===== src/rtl/hcm_row_allocator_pkg.sv =====
// hcm_row_allocator_pkg: shared widths and FSM encoding for the HCM row allocator.
package hcm_row_allocator_pkg;
    localparam int SSIDBITS         = 16;
    localparam int ROWINDEXBITS_HCM = 16;
    localparam int NROWS_HCM        = 1 << ROWINDEXBITS_HCM;
    typedef enum logic [1:0] {RUN = 2'd0, DRAIN = 2'd1, CLEAR = 2'd2} state_t;
endpackage


===== src/rtl/hcm_row_allocator_ssid_fifo.sv =====
// hcm_row_allocator_ssid_fifo: shallow synchronous FIFO with a combinational head.
module hcm_row_allocator_ssid_fifo #(
    parameter int WIDTH = 16,
    parameter int DEPTH = 4
) (
    input  logic             clk,
    input  logic             reset,
    input  logic             push,
    input  logic             pop,
    input  logic [WIDTH-1:0] din,
    output logic [WIDTH-1:0] dout,
    output logic             full,
    output logic             empty
);
    localparam int AW = DEPTH > 1 ? $clog2(DEPTH) : 1;
    logic [WIDTH-1:0] mem [DEPTH];
    logic [AW:0]      wp, rp;
    logic             do_push, do_pop;
    assign empty   = wp == rp;
    assign full    = (wp ^ rp) == {1'b1, {AW{1'b0}}};
    assign dout    = mem[rp[AW-1:0]];
    assign do_push = push & ~full;
    assign do_pop  = pop & ~empty;
    always_ff @(posedge clk or negedge reset) begin
        if (!reset) begin
            wp <= '0;
            rp <= '0;
        end else begin
            if (do_push) wp <= wp + 1'b1;
            if (do_pop) rp <= rp + 1'b1;
        end
    end
    always_ff @(posedge clk) begin
        if (do_push) mem[wp[AW-1:0]] <= din;
    end
endmodule


===== src/rtl/hcm_row_allocator.sv =====
// hcm_row_allocator: assigns each distinct SSID of an event a compact HCM row in arrival order.
module hcm_row_allocator #(
    parameter int SSIDBITS         = hcm_row_allocator_pkg::SSIDBITS,
    parameter int ROWINDEXBITS_HCM = hcm_row_allocator_pkg::ROWINDEXBITS_HCM,
    parameter int NENTRIES         = 16,
    parameter int FIFODEPTH        = 4
) (
    input  logic                        clk,
    input  logic                        reset,
    input  logic                        SSIDValid,
    input  logic [SSIDBITS-1:0]         SSIDIn,
    output logic                        SSIDReady,
    input  logic                        eventEnd,
    input  logic                        hcmBusy,
    output logic                        writeRow,
    output logic [ROWINDEXBITS_HCM-1:0] rowToWrite,
    output logic                        SSIDIsNew,
    output logic [ROWINDEXBITS_HCM:0]   nRowsUsed,
    output logic                        overflow,
    output logic                        eventDone
);
    import hcm_row_allocator_pkg::*;
    localparam int IW = NENTRIES > 1 ? $clog2(NENTRIES) : 1;
    state_t                    state, state_nx;
    logic                      up, push, pop, empty, full, hit, tab_full, alloc;
    logic [SSIDBITS-1:0]       head;
    logic [IW-1:0]             hit_idx;
    logic [NENTRIES-1:0]       valid;
    logic [SSIDBITS-1:0]       tags [NENTRIES];
    logic [ROWINDEXBITS_HCM:0] cnt;
    // up holds SSIDReady low until the first edge after reset release
    assign SSIDReady = up & (state == RUN) & ~full;
    assign push      = SSIDValid & SSIDReady;
    assign pop       = ~empty & ~hcmBusy;
    assign tab_full  = cnt == (ROWINDEXBITS_HCM+1)'(NENTRIES);
    assign alloc     = pop & (state != CLEAR) & ~hit & ~tab_full;
    assign nRowsUsed = cnt;
    hcm_row_allocator_ssid_fifo #(.WIDTH(SSIDBITS), .DEPTH(FIFODEPTH)) u_fifo (
        .clk(clk), .reset(reset), .push(push), .pop(pop),
        .din(SSIDIn), .dout(head), .full(full), .empty(empty)
    );
    // rows are handed out in entry order, so an entry's index is its row
    always_comb begin
        hit     = 1'b0;
        hit_idx = '0;
        for (int i = 0; i < NENTRIES; i++) begin
            if (valid[i] && tags[i] == head) begin
                hit     = 1'b1;
                hit_idx = IW'(i);
            end
        end
    end
    always_comb begin
        state_nx = state;
        state_nx = state == RUN   ? (eventEnd ? DRAIN : RUN) :
                   state == DRAIN ? (empty ? CLEAR : DRAIN) : RUN;
    end
    always_ff @(posedge clk or negedge reset) begin
        if (!reset) state <= RUN;
        else state <= state_nx;
    end
    always_ff @(posedge clk or negedge reset) begin
        if (!reset) begin
            up         <= 1'b0;
            valid      <= '0;
            cnt        <= '0;
            writeRow   <= 1'b0;
            rowToWrite <= '0;
            SSIDIsNew  <= 1'b0;
            overflow   <= 1'b0;
            eventDone  <= 1'b0;
        end else begin
            up        <= 1'b1;
            writeRow  <= 1'b0;
            eventDone <= state == CLEAR;
            if (state == CLEAR) begin
                valid    <= '0;
                cnt      <= '0;
                overflow <= 1'b0;
            end else if (pop) begin
                if (hit) begin
                    writeRow   <= 1'b1;
                    rowToWrite <= ROWINDEXBITS_HCM'(hit_idx);
                    SSIDIsNew  <= 1'b0;
                end else if (!tab_full) begin
                    writeRow         <= 1'b1;
                    rowToWrite       <= cnt[ROWINDEXBITS_HCM-1:0];
                    SSIDIsNew        <= 1'b1;
                    valid[cnt[IW-1:0]] <= 1'b1;
                    cnt              <= cnt + 1'b1;
                end else begin
                    overflow <= 1'b1;
                end
            end
        end
    end
    always_ff @(posedge clk) begin
        if (alloc) tags[cnt[IW-1:0]] <= head;
    end
endmodule


===== config.mk =====
export PLATFORM = sky130hd
export DESIGN_NAME = hcm_row_allocator
export DESIGN_NICKNAME = d
export VERILOG_FILES = /design/src/rtl/hcm_row_allocator_pkg.sv /design/src/rtl/hcm_row_allocator_ssid_fifo.sv /design/src/rtl/hcm_row_allocator.sv
export SDC_FILE = /design/constraint.sdc
export NUM_CORES = 1
export LEC_CHECK = 0
export CAP_MARGIN = 30
export CORE_MARGIN = 8
export CORE_UTILIZATION = 40
export DETAILED_ROUTE_END_ITERATION = 7
export PLACE_DENSITY = 0.65
export SYNTH_ARGS = -nofsm -noshare
export SYNTH_HDL_FRONTEND = slang
export SYNTH_SLANG_ARGS = --single-unit
export TNS_END_PERCENT = 5

===== constraint.sdc =====
create_clock -name clk -period 3.7 [get_ports clk]
set_input_delay 0.74 -clock clk [delete_from_list [all_inputs] [get_ports clk]]
set_output_delay 0.74 -clock clk [all_outputs]
set_load 0.1 [all_outputs]

Word-level counts from Yosys, hierarchy flattened
Memory sizes are Yosys's and may differ from the RTL's.
Cells that the tools add are included.
Widths: inputs -> output; s select.
{"block": "word_totals", "mem_count": 2, "out_inout_bits": 38, "ff_bits": 62, "ram_bits": 320}
{"block": "op_classes", "addsub": 3, "n_eq_ne": 25, "reduce_logical": 23, "n_lt_le_gt_ge": 2, "n_mux": 61, "bitwise": 17}
{"name": "tags", "depth": 16, "word_bits": 16, "rd": 16, "rd_ports_with_merged_regs": 0, "wr": 1, "line": "hcm_row_allocator.sv:29", "source": "logic [SSIDBITS-1:0] tags [NENTRIES];"}
{"name": "u_fifo.mem", "depth": 4, "word_bits": 16, "rd": 1, "rd_ports_with_merged_regs": 0, "wr": 1, "line": "hcm_row_allocator_ssid_fifo.sv:16", "source": "logic [WIDTH-1:0] mem [DEPTH];"}
{"op": "$eq 16x16->1", "n": 16}
{"op": "$mux 16", "n": 6}
{"op": "$mux 17", "n": 4}
{"op": "$mux 4", "n": 14}
{"op": "$mux 1", "n": 33}
{"op": "$add 17x1->17 const B", "n": 1}
{"op": "$eq 17x5->1 const B", "n": 1}
{"op": "$logic_and 1x1->1", "n": 17}
{"op": "$or 16x16->16", "n": 1}
{"op": "$and 1x1->1", "n": 9}
{"op": "$reduce_and 3->1", "n": 3}
{"op": "$add 3x1->3 const B", "n": 2}
{"op": "$mux 2", "n": 3}
{"op": "$not 1->1", "n": 6}
{"op": "$lt 4x5->1 const B", "n": 1}
{"op": "$demux 1 s4", "n": 1}
{"op": "$ge 4x1->1 const B", "n": 1}
{"op": "$ne 2x1->1 const B", "n": 2}
{"op": "$ne 2x2->1 const B", "n": 2}
{"op": "$reduce_bool 2->1", "n": 2}
{"op": "$eq 3x3->1", "n": 1}
{"op": "$eq 3x3->1 const B", "n": 1}
{"op": "$xor 3x3->3", "n": 1}
{"op": "$eq 2x1->1 const B", "n": 1}
{"op": "2 further kinds", "n": 2}

Logic depth before layout (Yosys ltp)
An unclocked memory read counts as a cell.
{"block": "depth", "word_depth": 24, "mapped_depth": 16, "depth_no_buf": 11}

Modules after synthesis
From an unflattened synthesis, not the netlist that was laid out.
{"block": "hier_totals", "hier_cells": 1195, "area_unflattened_um2": 17453.0}
{"mod": "hcm_row_allocator", "cells_per_inst": 1063, "area_each_um2": 14624.0, "n_inst": 1}
{"mod": "hcm_row_allocator_ssid_fifo", "cells_per_inst": 132, "area_each_um2": 2829.0, "n_inst": 1}

Least setup slack after synthesis
No wires, ideal clock.
{"block": "synth_timing", "kind": "register to register", "from": "register u_fifo.rp[0]", "to": "memory u_fifo.mem[3][0], enable pin", "period_less_slack_ps": 4168, "t_required_ps": 3325, "path_buffers": 4, "path_stages_with_launch": 9, "path_slack_ps": -468, "setup_ps": 375, "arrival_time_ps": 3792, "path_cell_list": "dfrtp_1 > buf_6 > buf_12 > clkbuf_1 > clkbuf_1 > xor2_1 > nor2_1 > a21oi_1 > and3_1"}
{"block": "synth_between", "elab_chain_len": 8}
{"item": "start, declared", "line": "hcm_row_allocator_ssid_fifo.sv:17", "source": "logic [AW:0] wp, rp;"}
{"item": "start signal, assigned", "line": "hcm_row_allocator_ssid_fifo.sv:30", "source": "if (do_pop) rp <= rp + 1'b1;"}
{"item": "$xor 3x3->3", "line": "hcm_row_allocator_ssid_fifo.sv:20", "source": "assign full = (wp ^ rp) == {1'b1, {AW{1'b0}}};"}
{"item": "$eq 3x3->1", "line": "hcm_row_allocator_ssid_fifo.sv:20"}
{"item": "$not 1->1", "line": "hcm_row_allocator.sv:32", "source": "assign SSIDReady = up & (state == RUN) & ~full;"}
{"item": "$and 1x1->1", "line": "hcm_row_allocator.sv:32"}
{"item": "via SSIDReady", "line": "hcm_row_allocator.sv:12", "source": "output logic SSIDReady,"}
{"item": "$and 1x1->1", "line": "hcm_row_allocator.sv:33", "source": "assign push = SSIDValid & SSIDReady;"}
{"item": "$and 1x1->1", "line": "hcm_row_allocator_ssid_fifo.sv:22", "source": "assign do_push = push & ~full;"}
{"item": "$mux 1", "line": "hcm_row_allocator_ssid_fifo.sv:34", "source": "if (do_push) mem[wp[AW-1:0]] <= din;"}
{"item": "$mux 1 (implied by the code)", "line": "hcm_row_allocator_ssid_fifo.sv:34"}
{"item": "end, declared", "line": "hcm_row_allocator_ssid_fifo.sv:16"}
The timed path passes the listed nets, and every way through them passes these cells.

Worst setup path in the final report
{"block": "layout_timing", "from": "register u_fifo.rp[0]", "to": "register valid[11]"}
{"block": "layout_between", "elab_chain_len": 21, "elab_cells_between_ends": 55}
{"item": "$mem_v2 4x16"}
{"item": "$eq 16x16->1", "line": "hcm_row_allocator.sv:47", "source": "if (valid[i] && tags[i] == head) begin"}
{"item": "$logic_and 1x1->1", "line": "hcm_row_allocator.sv:47"}
{"item": "$mux 1 (16 in series)", "line": "hcm_row_allocator.sv:47"}
{"item": "$ne 2x1->1 (no source line)"}
{"item": "$reduce_and 3->1 (no source line) *"}
{"item": "end signal, assigned", "line": "hcm_row_allocator.sv:65", "source": "valid <= '0;"}
{"item": "end signal, assigned", "line": "hcm_row_allocator.sv:77", "source": "valid <= '0;"}
{"item": "end signal, assigned by index", "line": "hcm_row_allocator.sv:89", "source": "valid[cnt[IW-1:0]] <= 1'b1;"}
{"item": "end, declared", "line": "hcm_row_allocator.sv:28", "source": "logic [NENTRIES-1:0] valid;"}
Every way passes the cells marked *; elsewhere a longest branch is shown, timed or not.
A chain may end at the register's enable or synchronous reset.

==> reports/metrics.csv <==
stage,metric,value,unit
die,num_rows,75,
timing,finalHoldViolations,0,
layout,layout.nets,1325,
clocking,cts.sinks,382,
timing,rsz0062_at_grt,yes,
power,powerDensity,842,nW/µm²
synthesis,synthCells,1104,
run_status,violations,negative setup slack,
job,drv_cap,0,
layout,drive_gt1_share,19.4,%
global_routing,track_usage,15.6,%
synthesis,synth_top_area_share,57.4,%
timing,finClkSkew,24.9,ps
timing,finalSetupViolCount,235,
power,power,17.3,mW
global_routing,grt_max_degree,63,
critical_path,crit_path_start,u_fifo.rp[0],
critical_path,worstPathArrival,4130,ps
synthesis,yosys_register_bits,382,
run_status,status,finished with violations,
synthesis,synth-edff-count,320,
die,start_util,40.2,%
placement,placement.cell_area,18800,µm²
timing,fmax,267,MHz
routing,vias,9717,
global_routing,grt_pass1_vias,9678,
power,p_leak,7.32,nW
synthesis,syn_avg_cell_area,15.2,µm²
routing,first_pass_iters,5,
timing,slew_viol_final,0,
timing,hold_ws,375,ps
clocking,numCtsBuffers,38,
clocking,insertion_delay,540,ps
routing,drt_iter0_markers,714,
routing,post-route-drc-count,0,
placement,portBuffers,58,
die,core,41700,µm²
die,die_width,221,µm
synthesis,ys_seq_area_share,66.7,%
synthesis,synth-async-reset-ratio,16.2,%
die,fp.dieArea,48600,µm²
routing,drt_wl_total,38700,µm
layout,synthToLayoutAreaGrowth,22.4,%
synthesis,synth_nets,1134,
layout,diodes,0,
layout,final_cells,1863,
routing,vias_per_cell,5.22,
timing,relSlewSlack,33.5,%
clocking,cts_tree,done,
power,peakVddDrop,446,µV
synthesis,syn_area,16700,µm²
min_path,holdCritPathClass,input port to async pin,
layout,final_common_cell,edfxtp_1,
critical_path,rr_startpoint,u_fifo.rp[0],
placement,finalWeightedCongestion,0.820,
clocking,clk_pin_slew,60,ps
die,fp.dieH,221,µm
clocking,htree_levels,2,
placement,hpwl,24600,µm
clocking,clockBufferDepth,3,
global_routing,antenna_found_initial,0,
critical_path,path_max_fanout,11,
routing,wl_per_cell,20.7,µm
critical_path,required,4090,ps
clocking,root_buffer,clkbuf_16,
timing,tightest_slew,995,ps
routing,drt.antenna.violating_nets,0,
clocking,cts_hold_buf,0,
timing,min_period,3740,ps
synthesis,synth_area_leaders,"edfxtp_1, dfrtp_1, xnor2_1",
layout,post-route-util,49.2,%
placement,placed_cells,1761,
die,boundaryPins,59,
global_routing,overflow,0,
layout,fin_area,20500,µm²
timing,layout_worst_path_cycle_share,101,%
critical_path,path_class,flip-flop to flip-flop,
critical_path,end_kind,flip-flop,
synthesis,synth_ff_type,edfxtp_1,
synthesis,yosysTopAreaCell,edfxtp_1,
synthesis,ys_warn_count,0,
synthesis,synth.distinct_cells,61,
timing,layout_setup_ws,-42.1,ps
layout,mostFrequentLayoutCells,"edfxtp_1, xnor2_1, xor2_1",
global_routing,grt_pass1_wl,58000,µm
critical_path,worst_setup_path_start_kind,flip-flop,
[flip-flops by register name (all words and copies together) (netlist names), 2 cells and up]
| register | count |
|---|---|
| tags | 256 |
| u_fifo.mem | 64 |
| nRowsUsed | 17 |
| rowToWrite | 16 |
| valid | 16 |
| u_fifo.rp | 3 |
| u_fifo.wp | 3 |
| state | 2 |
[per-stage QoR]
step | worst slack, ps | setup TNS [ps]
2_1_floorplan | -221 | -45480
3_3_place_gp | -36.5 | -6040
3_5_place_dp | -129 | -32570
4_1_cts | -15.0 | -473
5_1_grt | -142 | -33700
6_report | -42.1 | -4330
[worst max-delay path, stage by stage, from the launching register on]
cell	delay, ps
dfrtp_2	400
buf_12	150
mux4_2	550
buf_12	180
xor2_1	140
nor4_1	290
nand4_1	270
or4_4	650
nand4_4	140
nor4_4	60
buf_6	140
buf_4	140
and3_1	260
a21oi_1	170
nor2_1	50
[Yosys cell counts, drive strengths merged (2+ instances only)]
cell and count:
edfxtp 320, xnor2 142, xor2 136, dfrtp 62
nor2 53, buf 44, nand4 34, nor4 31
and3 30, nand2 30, nand3 25, a31oi 23
mux2i 21, a21oi 16, mux4 16, nor3 13
a22o 12, inv 12, clkbuf 11, o21ai 10
or4 10, ha 9, a41o 5, and2 3
nand2b 3, o2111ai 3, a21o 2, clkinv 2
mux2 2, nor2b 2, nor4b 2, o211ai 2
o21bai 2, o221ai 2, o22ai 2
[timing repair]
item | 4_1_cts | 5_1_grt
setup endpoints to repair | 299 | 300
pin swaps | 3 | 7
cloned | 0 | 3
endpoints found under the hold margin | 0 | 0
resized for setup | 11 | 17
setup buffers | 7 | 23
[layout make-up]
type	count	area, µm²
Clock buffer	54	1040
Clock inverter	15	124
Fill cell	3494	21200
Inverter	14	53.8
Multi-Input combinational cell	653	5240
Sequential cell	382	11200
Tap cell	539	674
Timing Repair Buffer	206	2200
[where the power goes]
group          total (mW)  internal, mW  switching (mW)  leakage (nW)
Combinational        7.43          2.93            4.50          3.08
Sequential           6.17          5.75           0.417          3.67
Clock                3.65          2.10            1.54         0.566
Total                17.3          10.8            6.46          7.32
[worst paths after layout]
check	end	slack (ps)	cells after the start
worst max-delay path	valid[11]	-40	14
worst min-delay path	up	380	2
worst max register to register	valid[11]	-40	14
worst min register to register	SSIDIsNew	480	1
max in group asynchronous	valid[0]	2760	2
min in group clk	SSIDIsNew	480	1
[routing by layer]
| metal | vias up | global-route usage (%) | share of wire (%) |
|---|---|---|---|
| li1 | 4471 | - | - |
| met1 | 4909 | 21.3 | 45 |
| met2 | 277 | 25.3 | 47 |
| met3 | 60 | 2.28 | 5.1 |
| met4 | 0 | 5.27 | 2.6 |
| met5 | - | 0 | 0 |
[logic make-up after synthesis]
logic type / synth area share (%)
AO/OA/AOI/OAI: 3.46
adder cells (fa/ha/maj): 0.673
multiplexers: 3.54
flip-flops: 66.7
buffers and inverters: 2.79
AND/OR/NAND/NOR: 8.20
other: 0.0224
XOR/XNOR: 14.6
No activity file was read; power rests on OpenSTA's default activity.
